<file path="config.mk">
export PLATFORM = sky130hd
export DESIGN_NAME = hazard_controller
export DESIGN_NICKNAME = d
export VERILOG_FILES = /design/src/rtl/hazard_pkg.sv /design/src/rtl/forwarding_unit.sv /design/src/rtl/hazard_controller.sv
export SDC_FILE = /design/constraint.sdc
export NUM_CORES = 1
export LEC_CHECK = 0
export ABC_AREA = 1
export CELL_PAD_IN_SITES_DETAIL_PLACEMENT = 0
export CELL_PAD_IN_SITES_GLOBAL_PLACEMENT = 2
export CORE_ASPECT_RATIO = 1.5
export CORE_MARGIN = 8
export CORE_UTILIZATION = 30
export DETAILED_ROUTE_END_ITERATION = 8
export GPL_TIMING_DRIVEN = 0
export PLACE_DENSITY_LB_ADDON = 0.1
export RECOVER_POWER = 50
export SLEW_MARGIN = 20
export SYNTH_ARGS = -nofsm -noshare
export SYNTH_HDL_FRONTEND = slang
export SYNTH_SLANG_ARGS = --single-unit
</file>
<file path="constraint.sdc">
create_clock -name clk -period 5.6 [get_ports clk]
set_input_delay 1.12 -clock clk [delete_from_list [all_inputs] [get_ports clk]]
set_output_delay 1.12 -clock clk [all_outputs]
set_load 0.1 [all_outputs]
</file>
<file path="src/rtl/hazard_pkg.sv">
// Shared definitions for the pipeline hazard / halt controller.
package hazard_pkg;

    // Controller FSM states
    typedef enum logic [1:0] {
        RUN    = 2'd0,
        DRAIN  = 2'd1,
        HALTED = 2'd2
    } hz_state_e;

    // EX operand source selects
    localparam logic [1:0] FWD_RF  = 2'b00;
    localparam logic [1:0] FWD_MEM = 2'b10;
    localparam logic [1:0] FWD_WB  = 2'b01;

    // addi x0, x0, 0 -- what IF/ID holds after a flush
    localparam logic [31:0] NOP_INST = 32'h0000_0013;

    // x[HALT_REG] value that turns ecall into a halt request
    localparam logic [31:0] HALT_VALUE = 32'd10;

    // Saturating 32-bit increment for the event counters
    function automatic logic [31:0] sat_inc(input logic [31:0] value);
        return (value == 32'hFFFF_FFFF) ? value : value + 32'd1;
    endfunction

endpackage

</file>
<file path="src/rtl/forwarding_unit.sv">
// EX-stage operand source select for one operand. The younger producer
// (EX/MEM) takes precedence over MEM/WB; x0 is never forwarded.
module forwarding_unit
    import hazard_pkg::*;
(
    input  logic [4:0] ex_rs,
    input  logic [4:0] mem_rd,
    input  logic       mem_reg_write,
    input  logic [4:0] wb_rd,
    input  logic       wb_reg_write,
    output logic [1:0] fwd_sel
);

    // Pick the most recent in-flight writer of ex_rs
    always_comb begin
        fwd_sel = FWD_RF;
        if (mem_reg_write && (mem_rd != 5'd0) && (mem_rd == ex_rs)) begin
            fwd_sel = FWD_MEM;
        end else if (wb_reg_write && (wb_rd != 5'd0) && (wb_rd == ex_rs)) begin
            fwd_sel = FWD_WB;
        end
    end

endmodule

</file>
<file path="src/rtl/hazard_controller.sv">
// Pipeline sequencing controller: load-use / ecall-operand stalls, taken
// redirect flushes, EX forwarding selects and the ecall halt drain sequence.
module hazard_controller
    import hazard_pkg::*;
#(
    parameter int unsigned DRAIN_CYCLES = 3,
    parameter int unsigned HALT_REG     = 17
) (
    input  logic        clk,
    input  logic        reset,
    input  logic [4:0]  id_rs1,
    input  logic [4:0]  id_rs2,
    input  logic        id_use_rs1,
    input  logic        id_use_rs2,
    input  logic        id_is_ecall,
    input  logic        id_halt_val_eq10,
    input  logic [4:0]  ex_rs1,
    input  logic [4:0]  ex_rs2,
    input  logic [4:0]  ex_rd,
    input  logic        ex_mem_read,
    input  logic        ex_reg_write,
    input  logic        ex_taken,
    input  logic [4:0]  mem_rd,
    input  logic        mem_reg_write,
    input  logic [4:0]  wb_rd,
    input  logic        wb_reg_write,
    output logic        pc_write,
    output logic        if_id_write,
    output logic        if_id_flush,
    output logic        id_ex_bubble,
    output logic [1:0]  forward_a,
    output logic [1:0]  forward_b,
    output logic        is_halted,
    output logic [31:0] stall_count,
    output logic [31:0] flush_count
);

    localparam logic [4:0]  HALT_RD    = 5'(HALT_REG);
    localparam logic [31:0] DRAIN_LOAD = 32'(DRAIN_CYCLES - 1);

    hz_state_e   state_q, state_d, cur_state;
    logic [31:0] drain_q, drain_d;
    logic [31:0] stall_q, stall_d;
    logic [31:0] flush_q, flush_d;

    logic load_use;
    logic ecall_hazard;
    logic halt_start;
    logic run_flush;
    logic run_stall;

    // While reset is held the outputs behave as RUN regardless of the flop
    assign cur_state = reset ? RUN : state_q;

    assign load_use = ex_mem_read && (ex_rd != 5'd0) &&
                      ((id_use_rs1 && (id_rs1 == ex_rd)) ||
                       (id_use_rs2 && (id_rs2 == ex_rd)));

    // ecall reads x[HALT_REG] straight from the register file, so any
    // in-flight writer of that register must retire first
    assign ecall_hazard = id_is_ecall &&
                          ((ex_reg_write  && (ex_rd  == HALT_RD)) ||
                           (mem_reg_write && (mem_rd == HALT_RD)) ||
                           (wb_reg_write  && (wb_rd  == HALT_RD)));

    assign halt_start = id_is_ecall && id_halt_val_eq10 && !ecall_hazard;

    // A taken redirect squashes ID, so its hazards do not count
    assign run_flush = (cur_state == RUN) && ex_taken;
    assign run_stall = (cur_state == RUN) && !ex_taken &&
                       (load_use || ecall_hazard || halt_start);

    // State register: FSM, drain counter and event counters
    always_ff @(posedge clk) begin
        if (reset) begin
            state_q <= RUN;
            drain_q <= '0;
            stall_q <= '0;
            flush_q <= '0;
        end else begin
            state_q <= state_d;
            drain_q <= drain_d;
            stall_q <= stall_d;
            flush_q <= flush_d;
        end
    end

    // Next-state logic: halt entry, drain countdown, counter updates
    always_comb begin
        state_d = state_q;
        drain_d = drain_q;
        stall_d = stall_q;
        flush_d = flush_q;
        case (state_q)
            RUN: begin
                if (run_flush) begin
                    flush_d = sat_inc(flush_q);
                end
                if (run_stall) begin
                    stall_d = sat_inc(stall_q);
                end
                if (!ex_taken && !load_use && halt_start) begin
                    state_d = DRAIN;
                    drain_d = DRAIN_LOAD;
                end
            end
            DRAIN: begin
                if (drain_q == '0) begin
                    state_d = HALTED;
                end else begin
                    drain_d = drain_q - 32'd1;
                end
            end
            HALTED: begin
                state_d = HALTED;
            end
            default: begin
                state_d = RUN;
            end
        endcase
    end

    // Output logic: pipeline register enables and halt flag
    always_comb begin
        pc_write     = 1'b1;
        if_id_write  = 1'b1;
        if_id_flush  = 1'b0;
        id_ex_bubble = 1'b0;
        case (cur_state)
            RUN: begin
                if (ex_taken) begin
                    if_id_flush  = 1'b1;
                    id_ex_bubble = 1'b1;
                end else if (load_use || ecall_hazard || halt_start) begin
                    pc_write     = 1'b0;
                    if_id_write  = 1'b0;
                    id_ex_bubble = 1'b1;
                end
            end
            DRAIN, HALTED: begin
                pc_write     = 1'b0;
                if_id_write  = 1'b0;
                id_ex_bubble = 1'b1;
            end
            default: begin
                pc_write = 1'b1;
            end
        endcase
    end

    assign is_halted   = (cur_state == HALTED);
    assign stall_count = reset ? 32'd0 : stall_q;
    assign flush_count = reset ? 32'd0 : flush_q;

    // Operand A and B selects share one implementation
    forwarding_unit u_fwd_a (
        .ex_rs         (ex_rs1),
        .mem_rd        (mem_rd),
        .mem_reg_write (mem_reg_write),
        .wb_rd         (wb_rd),
        .wb_reg_write  (wb_reg_write),
        .fwd_sel       (forward_a)
    );

    forwarding_unit u_fwd_b (
        .ex_rs         (ex_rs2),
        .mem_rd        (mem_rd),
        .mem_reg_write (mem_reg_write),
        .wb_rd         (wb_rd),
        .wb_reg_write  (wb_reg_write),
        .fwd_sel       (forward_b)
    );

endmodule

</file>
==> Yosys cells after proc, flatten, opt, wreduce, memory -nomap -nowiden <==
Cells that the tools add are included.
{ "totals": {"ff_bits": 98, "in_bits": 46, "out_inout_bits": 73, "wordCells": 89} }
{ "classes": {"addsub": 3, "eq_ne": 18, "n_mux": 21, "bitwise": 2, "n_reduce_logical": 41} }
{ "ops": {"columns": ["op", "n"], "rows": [
  ["$mux 32", 4],
  ["$add 32x1->32 const B", 2],
  ["$eq 32x32->1 const B", 2],
  ["$pmux 32 s2", 1],
  ["$logic_not 32->1", 1],
  ["$sub 32x1->32 const B", 1],
  ["$eq 5x5->1", 6],
  ["$logic_and 1x1->1", 21],
  ["$eq 5x5->1 const B", 3],
  ["$reduce_bool 5->1", 3],
  ["$mux 2", 5],
  ["$reduce_and 3->1", 3],
  ["$mux 1", 8],
  ["$ne 2x2->1 const B", 3],
  ["$pmux 2 s3", 1],
  ["$logic_or 1x1->1", 5],
  ["$eq 2x1->1 const B", 2],
  ["$eq 2x2->1 const B", 2],
  ["$logic_not 2->1", 2],
  ["$pmux 1 s2", 2],
  ["$logic_not 1->1", 3],
  ["$not 1->1", 2],
  ["$reduce_and 2->1", 1],
  ["$reduce_bool 2->1", 1],
  ["$reduce_or 2->1", 1]
]} }

==> Depth between registers and ports, before layout <==
{ "depth": {"ltp_word": 11, "ltp_mapped": 14, "mapped_depth_nobuf": 13} }

==> By module <==
Synthesis repeated with hierarchy kept, for this count alone.
{ "hier_totals": {"cells_unflattened": 1298, "hier_area_um2": 7539.7} }
{ "by_module_without_submodules": {"columns": ["module", "instances", "cells_each", "area_per_inst_um2"], "rows": [
  ["hazard_controller", 1, 1198, 7111.8],
  ["forwarding_unit", 2, 50, 214.0]
]} }

==> Worst setup path after synthesis <==
Ideal clock, no wire load.
{ "synth_timing": {"kind": "input-to-output", "from": "input mem_rd[0]", "to": "output forward_a[0]", "t_arrival_ns": 6.138, "required_time_ns": 4.480, "setup_slack_ns": -1.658, "cell_stages": 3, "n_path_buf": 0, "path_cell_list": "xor2_1 > nor4_1 > nor3_1"} }
{ "synth_via": {"elab_chain_cells": 4} }
{ "synth_rtl": {"columns": ["item", "line_no", "text"], "rows": [
  ["from (decl)", "hazard_controller.sv:23", "input logic [4:0] mem_rd,"],
  ["$reduce_bool 5->1", "forwarding_unit.sv:17", "if (mem_reg_write && (mem_rd != 5'd0) && (mem_rd == ex_rs)) begin"],
  ["$logic_and 1x1->1", "forwarding_unit.sv:17", null],
  ["$logic_and 1x1->1 *", "forwarding_unit.sv:17", null],
  ["$mux 2 *", "forwarding_unit.sv:17", null],
  ["to (decl)", "hazard_controller.sv:31", "output logic [1:0] forward_a,"]
]} }
Every way passes the cells marked *; elsewhere a longest branch is shown, timed or not.

==> Worst setup path in the final report <==
{ "layout_timing": {"from": "input reset", "to": "output if_id_write"} }
{ "layout_via": {"elab_chain_cells": 4} }
{ "layout_rtl": {"columns": ["item", "line_no", "text"], "rows": [
  ["from (decl)", "hazard_controller.sv:10", "input logic reset,"],
  ["$mux 2 *", "hazard_controller.sv:53", "assign cur_state = reset ? RUN : state_q;"],
  ["$eq 2x2->1 or $eq 2x1->1 (tied branches)", "hazard_controller.sv:129", "case (cur_state)"],
  ["$reduce_or 2->1", "hazard_controller.sv:129", null],
  ["$pmux 1 s2 *", "hazard_controller.sv:129", null],
  ["to (decl)", "hazard_controller.sv:28", "output logic if_id_write,"]
]} }
Marks and branches as above.

==> qor.csv <==
stage,metric,value,unit
power_and_ir_drop,final total power,3.121,mW
clock_network,buffer levels on the longest clock path,2,
worst_setup_path,critical path peak fanout,10,
hold_path,Min-Delay Path Class,register to register,
power_and_ir_drop,Comb pwr share,53.1,%
power_and_ir_drop,P_leak,3.758,nW
power_and_ir_drop,Seq pwr share,26.3,%
finish,final instance area,9146,µm²
routing,Post-route DRC,0,
clock_network,Skew-Pair Late Insertion Delay,0.36,ns
die,die area,29890,µm²
grt,vias in the first global route,7918,
grt,GRT Overall Usage,17.80,%
sta,Max transition margin,29.45,%
sta,WHS,0.4735,ns
sta,Worst Tran Pin Value,1.055,ns
finish,area grow syn2layout,24.32,%
worst_setup_path,critical path endpoint category,output port,
yosys,Post-synth ARST share,0,%
routing,DR iter-0 viols,360,
sta,max frequency,184.3,MHz
grt,grt ovf,0,
clock_network,clk sinks,98,
yosys,"Distinct cells, synth",38,
power_and_ir_drop,sw frac,47.72,%
sta,RSZ-0062 raised after global routing,false,
power_and_ir_drop,Net Switching,1.489,mW
placement,placed cell count,1686,
sta,setup violators final,0,
yosys,Main synth FF type,dfxtp_1,
clock_network,clock root buffer master,clkbuf_16,
finish,nets,1428,
yosys,register area share after synthesis,26.67,%
clock_network,H-Tree Depth,3,
finish,antenna diode count,0,
routing,via density per instance,4.573,
power_and_ir_drop,clock power share,20.7,%
placement,detailed placement HPWL,20.74,mm
die,DIE HEIGHT,207.8,µm
routing,routed vias,7779,
sta,setup_tns,0,ns
yosys,area of the mapped netlist,7357,µm²
sta,Clock Skews,0.008758,ns
routing,Routed Antenna Nets,0,
die,placement row count,70,
die,Die Wd,143.9,µm
worst_setup_path,WP data required,4.48,ns
yosys,Synth Warn #,0,
finish,Fillers,2780,
grt,largest net degree at the start of global routing,15,
sta,final count of hold timing violations,0,
placement,port bufs,118,
clock_network,CTS resizes,3,
routing,DR pass1 iterations,5,
power_and_ir_drop,pwr/cell area,341.2,nW/µm²
run_status,status,"complete, no violations",
clock_network,"Reg clk slew, reported paths",0.07,ns
placement,Post-DP Area,8944,µm²
routing,Routed WL,25.97,mm
finish,Layout Cells excl Fill,1701,
yosys,Synthesized Nets,1299,
power_and_ir_drop,maximum vdd drop,202.6,µV
yosys,Yosys reg bits,98,
clock_network,# hold bufs at CTS,0,
grt,first-pass GRT wire length,41.54,mm
die,IO Count,119,
clock_network,clock tree from TritonCTS,built,
yosys,Syn Area/Cell,5.914,µm²
worst_setup_path,classification of the worst setup path,input pin to output port,
clock_network,Num CTS Buffers,9,
yosys,Post-synth EDFFs,0,
finish,layout cells sized above 1,4.139,%
worst_setup_path,CP startpoint kind,input pin,
routing,routed len/inst,15.27,µm
finish,"commonest non-fill, non-tap cell in the layout",nand2_1,
die,core area,24260,µm²
power_and_ir_drop,internal power,1.632,mW
die,starting density of the core,30.32,%
worst_setup_path,crit path DAT,4.30,ns
flow_run,Max Cap Viol,0,
clock_network,Setup Buffers After CTS,0,
grt,antenna violations before repair,0,
placement,placer congestion estimate,0.8414,
sta,Tcrit/Tclk final,96.87,%
yosys,Synth Instances,1244,
finish,"commonest non-fill, non-tap cells in the layout","309 x nand2_1, 253 x nor2_1, 167 x inv_1",
sta,Slew Limit Fails,0,
sta,minimum clock period,5.425,ns
## cell type report
type,instances,area [µm²],share of cell area [%]
clock inverters,3,40.04,0.4378
well taps,324,405.4,4.432
clock buffers,12,246.5,2.695
inverters,173,649.4,7.100
repair buffers,118,1176,12.86
flip-flops and latches,98,1962,21.45
multi-input cells,927,4433,48.47
plain buffers,46,234.0,2.558
## worst max-delay path: stages
cell	delay (ns)
clkdlybuf4s50_1	0.54
clkbuf_2	0.31
nor2_1	0.14
inv_1	0.10
ha_1	0.19
inv_1	0.07
nor2_1	0.17
clkbuf_1	0.45
buf_2	0.34
a22oi_1	0.13
clkdlybuf4s15_1	0.75
## state kept, by name (all words and copies together) (netlist names)
register and count:
flush_q 32, stall_q 32, drain_q 32, state_q 2
## synth_stat cells (all sizes together) (3+ instances only)
cell    count  area (µm²)
nand3      71       372.9
nor3b       5       37.54
nor2      264        1038
nand2     313        1192
nor4        5       31.28
o21ai      36       191.4
clkbuf     20       75.07
ha          9       112.6
nand3b      4       30.03
buf        26       211.5
dfxtp      98        1962
nand4      48       319.1
xnor2      14       122.6
nor3       31       171.4
inv       170       638.1
clkinv      3       11.26
xor2       50       437.9
a21oi      71       359.1
## per-stage QoR
step,util (%),worst slack (ns)
after CTS,38.04,0.09792
after floorplan,-,-1.658
after global placement,36.86,-0.4130
after global routing,37.70,0.02045
final,37.70,0.1751
after detailed placement,36.86,-0.4172
## routing by layer
metal / routed length (µm) / part of all wire [%] / track usage, % / vias to the layer above
met4: 524 / 2.0 / 5.570 / 0
met2: 13590 / 52 / 32.59 / 118
met3: 814 / 3.1 / 3.039 / 33
li1: - / - / - / 4154
met1: 11040 / 43 / 20.16 / 3474
met5: 0 / 0 / 0 / -
## worst paths after layout
check / from / to / slack [ns] / cells past startpoint
worst max-delay path: reset / if_id_write / 0.18 / 11
worst min-delay path: state_q[1] / state_q[1] / 0.47 / 2
worst min register to register: state_q[1] / state_q[1] / 0.47 / 2
worst max register to register: flush_q[0] / flush_q[2] / 3.05 / 11
## power groups by stage
stage / clock, mW / sequential (mW) / combinational (mW)
after global routing: 0.697 / 0.826 / 1.87
after detailed placement: 0 / 0.835 / 1.73
after global placement: 0 / 0.834 / 1.74
after floorplan: 0 / 0.816 / 1.28
final: 0.645 / 0.820 / 1.66
after CTS: 0.670 / 0.819 / 1.74
## cell families after synthesis
family | synth area share [%]
XOR/XNOR | 7.619
AND/OR/NAND/NOR | 43.67
flip-flops | 26.67
adder cells (fa/ha/maj) | 1.531
AO/OA/AOI/OAI | 7.789
buffers and inverters | 12.72
Note: power is estimated with default switching activity, not from simulation.
